`src/rtl/qlearn_agent.sv`:
```
// Tabular Q-learning jump/no-jump agent with epsilon-greedy exploration.
// Q table is a single-port RAM of [sector][type] words holding both action values.
module qlearn_agent #(
   parameter int N_SECT     = 32,
   parameter int N_TYPE     = 4,
   parameter int Q_W        = 8,
   parameter int DIST_W     = 10,
   parameter int SECT_SHIFT = 5,
   parameter int ALPHA_SH   = 2,
   parameter int EPS_INIT   = 16,
   parameter int EPS_PERIOD = 1000000,
   localparam int TYPE_W    = (N_TYPE > 1) ? $clog2(N_TYPE) : 1
) (
   input  logic              clk,
   input  logic              reset,
   input  logic              obs_valid,
   output logic              obs_ready,
   input  logic [DIST_W-1:0] obs_distance,
   input  logic [TYPE_W-1:0] obs_type,
   output logic              act_valid,
   output logic              act_jump,
   output logic              act_explore,
   input  logic              upd_valid,
   output logic              upd_ready,
   input  logic [DIST_W-1:0] upd_distance,
   input  logic [TYPE_W-1:0] upd_type,
   input  logic              upd_action,
   input  logic              upd_good,
   output logic [7:0]        epsilon,
   output logic              busy
);

   localparam int DEPTH  = N_SECT * N_TYPE;
   localparam int ADDR_W = (DEPTH > 1) ? $clog2(DEPTH) : 1;
   localparam int CNT_W  = (EPS_PERIOD > 1) ? $clog2(EPS_PERIOD) : 1;
   localparam logic [Q_W-1:0] Q_MID = {1'b1, {(Q_W-1){1'b0}}};
   localparam logic [Q_W-1:0] Q_MAX = {Q_W{1'b1}};

   typedef enum logic [2:0] {
      INIT, IDLE, OBS_RD, OBS_DEC, UPD_RD, UPD_WR
   } state_t;

   state_t              state_q, state_d;
   logic [ADDR_W-1:0]   init_idx;
   logic [ADDR_W-1:0]   req_addr;
   logic                req_act;
   logic                req_good;
   logic [2*Q_W-1:0]    qtab [DEPTH];
   logic [2*Q_W-1:0]    rd_q;
   logic                mem_we;
   logic                mem_re;
   logic [ADDR_W-1:0]   mem_addr;
   logic [2*Q_W-1:0]    mem_wdata;
   logic [Q_W-1:0]      q_hi, q_lo, q_old, q_new;
   logic [15:0]         lfsr;
   logic [CNT_W-1:0]    eps_cnt;
   logic                explore;

   function automatic logic [ADDR_W-1:0] to_addr(
      input logic [DIST_W-1:0] d,
      input logic [TYPE_W-1:0] t
   );
      logic [DIST_W-1:0] s;
      logic [TYPE_W-1:0] ty;
      s  = d >> SECT_SHIFT;
      ty = t;
      if (s > DIST_W'(N_SECT - 1))
         s = DIST_W'(N_SECT - 1);
      if ({1'b0, t} > (TYPE_W+1)'(N_TYPE - 1))
         ty = TYPE_W'(N_TYPE - 1);
      return ADDR_W'(s) * ADDR_W'(N_TYPE) + ADDR_W'(ty);
   endfunction

   assign q_hi  = rd_q[2*Q_W-1:Q_W];
   assign q_lo  = rd_q[Q_W-1:0];
   assign q_old = req_act ? q_hi : q_lo;
   // Shifted step shrinks toward the bound, so neither direction can wrap.
   assign q_new = req_good ? q_old + ((Q_MAX - q_old) >> ALPHA_SH)
                           : q_old - (q_old >> ALPHA_SH);
   assign explore = epsilon > lfsr[7:0];

   assign busy      = (state_q == INIT);
   assign upd_ready = (state_q == IDLE);
   assign obs_ready = (state_q == IDLE) && !upd_valid;

   always_comb begin
      state_d   = state_q;
      mem_we    = 1'b0;
      mem_re    = 1'b0;
      mem_addr  = req_addr;
      mem_wdata = {Q_MID, Q_MID};
      unique case (state_q)
         INIT: begin
            mem_we   = 1'b1;
            mem_addr = init_idx;
            if (init_idx == ADDR_W'(DEPTH - 1))
               state_d = IDLE;
         end
         IDLE: begin
            if (upd_valid)
               state_d = UPD_RD;
            else if (obs_valid)
               state_d = OBS_RD;
         end
         OBS_RD: begin
            mem_re  = 1'b1;
            state_d = OBS_DEC;
         end
         OBS_DEC: state_d = IDLE;
         UPD_RD: begin
            mem_re  = 1'b1;
            state_d = UPD_WR;
         end
         UPD_WR: begin
            mem_we    = 1'b1;
            mem_wdata = req_act ? {q_new, q_lo} : {q_hi, q_new};
            state_d   = IDLE;
         end
         default: state_d = INIT;
      endcase
   end

   always_ff @(posedge clk) begin
      if (mem_we && !reset)
         qtab[mem_addr] <= mem_wdata;
      if (mem_re)
         rd_q <= qtab[mem_addr];
   end

   always_ff @(posedge clk) begin
      if (reset) begin
         state_q     <= INIT;
         init_idx    <= '0;
         req_addr    <= '0;
         req_act     <= 1'b0;
         req_good    <= 1'b0;
         act_valid   <= 1'b0;
         act_jump    <= 1'b0;
         act_explore <= 1'b0;
      end else begin
         state_q   <= state_d;
         act_valid <= 1'b0;
         if (state_q == INIT)
            init_idx <= init_idx + 1'b1;
         if (state_q == IDLE) begin
            if (upd_valid) begin
               req_addr <= to_addr(upd_distance, upd_type);
               req_act  <= upd_action;
               req_good <= upd_good;
            end else if (obs_valid) begin
               req_addr <= to_addr(obs_distance, obs_type);
            end
         end
         if (state_q == OBS_DEC) begin
            act_valid   <= 1'b1;
            act_explore <= explore;
            act_jump    <= explore ? lfsr[15] : (q_hi > q_lo);
         end
      end
   end

   always_ff @(posedge clk) begin
      if (reset)
         lfsr <= 16'hACE1;
      else
         lfsr <= {lfsr[14:0], lfsr[15] ^ lfsr[13] ^ lfsr[12] ^ lfsr[10]};
   end

   always_ff @(posedge clk) begin
      if (reset) begin
         epsilon <= 8'(EPS_INIT);
         eps_cnt <= '0;
      end else if (eps_cnt == CNT_W'(EPS_PERIOD - 1)) begin
         eps_cnt <= '0;
         if (epsilon != 8'd0)
            epsilon <= epsilon - 8'd1;
      end else begin
         eps_cnt <= eps_cnt + 1'b1;
      end
   end

endmodule

```
`config.mk`:
```
export PLATFORM = sky130hd
export DESIGN_NAME = qlearn_agent
export DESIGN_NICKNAME = d
export VERILOG_FILES = /design/src/rtl/qlearn_agent.sv
export SDC_FILE = /design/constraint.sdc
export NUM_CORES = 2
export LEC_CHECK = 0
export BUFFER_PORTS_ARGS = -buffer_cell sky130_fd_sc_hd__buf_2
export CORE_MARGIN = 3
export CORE_UTILIZATION = 30
export DETAILED_ROUTE_END_ITERATION = 16
export HOLD_SLACK_MARGIN = 0.03
export PLACE_DENSITY_LB_ADDON = 0.15
export SYNTH_ARGS = -nofsm -noshare
export SYNTH_HDL_FRONTEND = slang
export SYNTH_SLANG_ARGS = --single-unit
```
`constraint.sdc`:
```
create_clock -name clk -period 11.1 [get_ports clk]
set_input_delay 0 -clock clk [delete_from_list [all_inputs] [get_ports clk]]
set_output_delay 0 -clock clk [all_outputs]
set_load 0.05 [all_outputs]
```
=== Yosys cells after proc, flatten, opt, wreduce, memory -nomap -nowiden ===
Memory sizes are Yosys's and may differ from the RTL's. A register that Yosys moved wholly into a read port is not among the register bits.
Cells that the tools add are included.

* Mux-type cells: 26
* $lt $le $gt $ge: 4
* Equality and inequality tests: 9
* $add $sub $neg: 8
* Reductions and logical operators: 15
* Bitwise operators: 3

{| class="wikitable"
|+ Operators with widths
! cell !! count
|-
| 5-bit 2-to-1 mux || 9
|-
| 16-bit 2-to-1 mux || 2
|-
| 7-bit 2-to-1 mux || 3
|-
| 20-bit by 1-bit adder with 20-bit output (second input constant) || 1
|-
| 20-bit equality test (second input constant) || 1
|-
| 8-bit > comparator || 2
|-
| 8-bit 2-to-1 mux || 2
|-
| 3-bit one-hot mux with 5 select lines || 1
|-
| 7-bit by 2-bit adder with 7-bit output || 2
|-
| 5-bit > comparator (second input constant) || 2
|-
| 3-bit 2-to-1 mux || 3
|-
| 8-bit by 6-bit adder with 8-bit output || 1
|-
| 2-bit AND reduction || 4
|-
| 8-bit nonzero test || 1
|-
| 2-bit OR reduction || 4
|-
| 8-bit by 1-bit subtractor with 8-bit output (second input constant) || 1
|-
| 8-bit by 6-bit subtractor with 8-bit output || 1
|-
| 8-bit subtractor (first input constant) || 1
|-
| 7-bit by 1-bit adder with 7-bit output (second input constant) || 1
|-
| 7-bit equality test (second input constant) || 1
|-
| 3-bit by 2-bit equality test with 1-bit output (second input constant) || 2
|-
| 3-bit equality test (second input constant) || 2
|-
| 1-bit 2-to-1 mux || 6
|-
| 3-bit by 1-bit equality test with 1-bit output (second input constant) || 1
|-
| other kinds (7) || 11
|}

* Word-level logic and storage cells: 77
* Output and inout bits: 14
* Memory bits (writable): 2048
* Register bits: 66
* Memories: 1

{| class="wikitable"
|+ Memory list
! name !! depth !! bits a word !! rd ports !! clocked after memory_dff !! wr ports !! line !! RTL
|-
| qtab || 128 || 16 || 1 || 1 || 1 || 48 || <nowiki>logic [2*Q_W-1:0] qtab [DEPTH];</nowiki>
|}

=== Depth between registers and ports, before layout ===
* Depth in word-level cells: 9
* Gate-level depth with buffers: 13
* Mapped depth without buffers: 12

=== Least setup slack after synthesis ===
OpenSTA, ideal clock, no wires.

* Path type: reg-to-reg
* Start point: register req_act
* End point: memory qtab[0][14] (netlist bit) (data pin)
* Stages on the path, launching flop included: 12
* Buffers on the path: 2
* Slack: 1765 ps
* Setup time: 1230 ps
* Arrival: 8105 ps
* Clock period less this slack: 9335 ps
* Data required time: 9870 ps
* Path through: dfxtp_1 > clkbuf_1 > clkbuf_1 > mux2_2 > ha_1 > fa_1 > a21o_1 > a21oi_1 > o21bai_1 > a21oi_1 > xnor2_1 > a211oi_1

* Cells in the longest elaborated chain, start to end: 6
* Elaborated cells between the ends (all ways): 7
* Those cells by class: add/sub (3); mux (4)

{| class="wikitable"
|+ Ends and longest elaborated chain
! element !! line !! RTL
|-
| start: declaration || 46 || <nowiki>logic req_act;</nowiki>
|-
| start signal: assignment || 148 || <nowiki>req_act <= upd_action;</nowiki>
|-
| 8-bit 2-to-1 mux || 76 || <nowiki>assign q_old = req_act ? q_hi : q_lo;</nowiki>
|-
| 8-bit subtractor || 78 || <nowiki>assign q_new = req_good ? q_old + ((Q_MAX - q_old) >> ALPHA_SH)</nowiki>
|-
| 8-bit by 6-bit adder with 8-bit output || 78 ||
|-
| 8-bit 2-to-1 mux || 78 ||
|-
| 16-bit 2-to-1 mux (*) || 116 || <nowiki>mem_wdata = req_act ? {q_new, q_lo} : {q_hi, q_new};</nowiki>
|-
| 16-bit 2-to-1 mux (*) || 92 || <nowiki>unique case (state_q)</nowiki>
|-
| named net mem_wdata[14] || 53 || <nowiki>logic [2*Q_W-1:0] mem_wdata;</nowiki>
|-
| end: declaration || 48 ||
|}

The timed path passes the listed nets; every way through them passes the cells marked *.

=== Worst setup path after layout ===
* Start point: register req_act
* End point: memory qtab[98][14] (netlist bit) (data pin)

Same word-level chain as after synthesis.

==> metrics.yaml <==
outcome:
  outcome: "finished clean"
detailed_routing:
  drtPass1Iterations: 9
  drt_antenna_net_count: 0
  initial_detailed_routing_violation_count: 4890
  post-route-drc-count: 0
  number_of_vias_per_cell_after_detailed_routing: 5.237
  routed-via-count: 43360
  detail_route.wl_per_cell_um: 28.90
  totalWireLength_mm: 239.3
sta:
  finalCritPeriodShare_pct: 49.37
  timing_worst_slew_pin_value_ns: 1.405
  report.final.setup_viol: 0
  setup_ws_ns: 5.620
  max-slew-margin-rel_pct: 5.075
  min_period_ns: 5.480
  final.setup_skew_ns: 0.02822
  number_of_max_slew_violations_in_the_final_report: 0
  rsz0062_at_grt: "false"
  tns_ns: 0
  report.final.hold_viol_count: 0
  achievable-frequency_mhz: 182.5
logic_synthesis:
  synthesized_cell_area_mm2: 0.07859
  synthCells: 4388
  synth.yosys.warnings: 0
  netlist.top_cell.by_area: "sky130_fd_sc_hd__edfxtp_1"
  synth.top_cell.area_share_pct: 78.87
  yosys_reg_bits: 2130
  synth_cell_types: 62
  synth_nets: 4447
  synth_enable_flop_cells: 2064
  synthTopCellsByArea: "sky130_fd_sc_hd__edfxtp_1, sky130_fd_sc_hd__a222oi_1, sky130_fd_sc_hd__a22o_1"
  synthArstFlopShare_pct: 0
  post_synth.cell_area_avg_um2: 17.91
  postSynth.topFlopCell: "sky130_fd_sc_hd__edfxtp_1"
  synth_sequential_area_ratio_pct: 80.55
power_and_ir_drop:
  net-switching-power_mw: 3.460
  share_comb_of_total_power_pct: 2.8
  worst_ir_drop_vdd_uv: 157.9
  p_sw_share_pct: 21.19
  static-leakage-power_nw: 30.72
  powerDensity_mw_per_mm2: 179.0
  p_int_mw: 12.87
  seq_power_share_pct: 53.3
  clock_network_fraction_of_design_power_pct: 43.9
floorplanning:
  die_width_um: 517.8
  floorplan.rows: 187
  design.core.area_mm2: 0.2602
  die_footprint_mm2: 0.2681
  chipHeight_um: 517.8
  initial_core_util_pct: 30.21
  pin_count: 44
min_path:
  min_path_type: "input port to flop"
clock_tree:
  htree_levels: 4
  cts_root_buffer: "sky130_fd_sc_hd__clkbuf_16"
  clock_sinks: 2130
  cts_made_buffers: 224
  post_cts_clock_slew_at_the_launch_and_capture_registers_of_the_worst_setup_and_hold_paths_ns: 0.06
  cts_max_path_buffers: 3
  postCtsResizedCells: 0
  cts_tree: "done"
  clk-insertion-delay-late_ns: 0.87
layout:
  postLayoutCoreUtil_pct: 35.06
  synthToLayoutAreaGrowth_pct: 16.08
  layout.cell_area.non_filler_mm2: 0.09123
  most_common_cell_after_layout_fill_and_taps_aside: "sky130_fd_sc_hd__edfxtp_1"
  fillerInstances: 24690
  post_route_cells_drive_above_1_share_pct: 13.70
  finalNetCount: 4655
  final_cell_mix: "sky130_fd_sc_hd__edfxtp_1, sky130_fd_sc_hd__nand2_1, sky130_fd_sc_hd__a222oi_1, sky130_fd_sc_hd__a22o_1, sky130_fd_sc_hd__a31oi_1"
global_route:
  grt_first_pass_wirelength_mm: 338.5
  grt_overflow_total: 0
  antenna_found_initial: 15
  grt_max_degree: 129
  grt_use_total_pct: 17.38
  grt_pass1_vias: 42830
setup_path:
  arrival_ns: 5.95
  crit_path_end_kind: "flop"
  timing.setup.critical_path_class: "flop to flop"
  timing.critical_path.required_ns: 11.57
  timing.critical_path.fanout_max: 88
  critPathLaunchType: "flop"
placement:
  place.detailed.hpwl_mm: 130.1
  gpl.final_weighted_congestion: 0.7633
  portBuffers: 33
  dpl_cell_area_mm2: 0.08387
  dpl_worst_slack_ns: 5.611
flow_run:
  cap_violations: 0
final timing paths:
check                              start            to  slack, ns  cells after the start
worst min register to register  lfsr[14]      lfsr[15]       0.41                      1
worst max register to register   req_act  qtab[98][14]       5.62                     13
worst max-delay path             req_act  qtab[98][14]       5.62                     13
worst min-delay path               reset     act_valid       0.24                      4
layer usage:
metal | vias to the layer above | global-route usage, % | wire (µm)
met2 | 1261 | 28.46 | 114900
met3 | 260 | 2.687 | 13100
met1 | 22910 | 24.33 | 106800
met4 | 2 | 3.948 | 4453
li1 | 18930 | - | -
met5 | - | 0 | 13
state kept, by name, summed over array words and instances, names as in the netlist, 3 cells and up:
name	cells
rd_q	16
req_addr	7
init_idx	7
state_q	3
qtab	2048
epsilon	8
eps_cnt	20
lfsr	16
synth_stat cells, types with 24 or more instances:
library cell,count
sky130_fd_sc_hd__a21oi_1,24
sky130_fd_sc_hd__a221oi_1,240
sky130_fd_sc_hd__a222oi_1,256
sky130_fd_sc_hd__a22o_1,256
sky130_fd_sc_hd__a31oi_1,259
sky130_fd_sc_hd__buf_2,74
sky130_fd_sc_hd__clkbuf_1,198
sky130_fd_sc_hd__dfxtp_1,66
sky130_fd_sc_hd__edfxtp_1,2064
sky130_fd_sc_hd__ha_1,28
sky130_fd_sc_hd__inv_1,37
sky130_fd_sc_hd__nand2_1,301
sky130_fd_sc_hd__nor2_1,206
sky130_fd_sc_hd__o41ai_1,36
sky130_fd_sc_hd__xnor2_1,25
worst max-delay path: stages, from the launching register on:
cell	delay [ns]
sky130_fd_sc_hd__dfxtp_1	0.31
sky130_fd_sc_hd__buf_4	0.38
sky130_fd_sc_hd__mux2i_1	0.50
sky130_fd_sc_hd__ha_1	0.31
sky130_fd_sc_hd__mux2_2	0.29
sky130_fd_sc_hd__fa_1	0.41
sky130_fd_sc_hd__a21o_1	0.19
sky130_fd_sc_hd__a21oi_1	0.23
sky130_fd_sc_hd__o21bai_1	0.09
sky130_fd_sc_hd__a21oi_1	0.21
sky130_fd_sc_hd__xnor2_1	0.20
sky130_fd_sc_hd__a211oi_4	0.32
sky130_fd_sc_hd__buf_4	0.45
sky130_fd_sc_hd__buf_4	0.95
logic make-up after synthesis:
group                    count (synthesis)  share of synthesized area [%]
multiplexers                            29                         0.3996
buffers and inverters                  349                          2.006
flip-flops                            2130                          80.55
XOR/XNOR                                43                         0.4792
AND/OR/NAND/NOR                        636                          3.442
AO/OA/AOI/OAI                         1172                          12.66
adder cells (fa/ha/maj)                 29                         0.4713
area by class of cell:
cell class              instances  area, µm²  share of cell area [%]
flip-flops and latches       2130      63300                   69.39
multi-input cells            1909      14110                   15.47
clock buffers                 288       6062                   6.645
well taps                    3496       4374                   4.795
repair buffers                293       2327                   2.551
clock inverters               122      897.1                  0.9834
inverters                      38      142.6                  0.1564
diodes                          4      10.01                 0.01097
power by group through the flow:
stage	Combinational (mW)	Clock, mW	Sequential [mW]
5_1_grt	0.485	7.66	8.70
2_1_floorplan	0.249	0	8.87
6_report	0.458	7.16	8.71
4_1_cts	0.467	7.33	8.71
3_3_place_gp	0.459	0	8.88
3_5_place_dp	0.458	0	8.88
what timing repair did:
item | CTS | global route
hold buffers | 39 | 0
setup buffers | 0 | 0
hold endpoints to repair | 47 | 0
through the flow:
stage / total power [mW] / hold WS [ns] / instances
global route: 16.85 / 0.2591 / 8277
finish: 16.33 / 0.2448 / 8280
floorplan: 9.123 / 0.1476 / 4388
CTS: 16.51 / 0.1883 / 8276
global placement: 9.336 / 0.2854 / 7827
detailed placement: 9.336 / 0.2792 / 7827
Power figures use the tool's default switching activity.
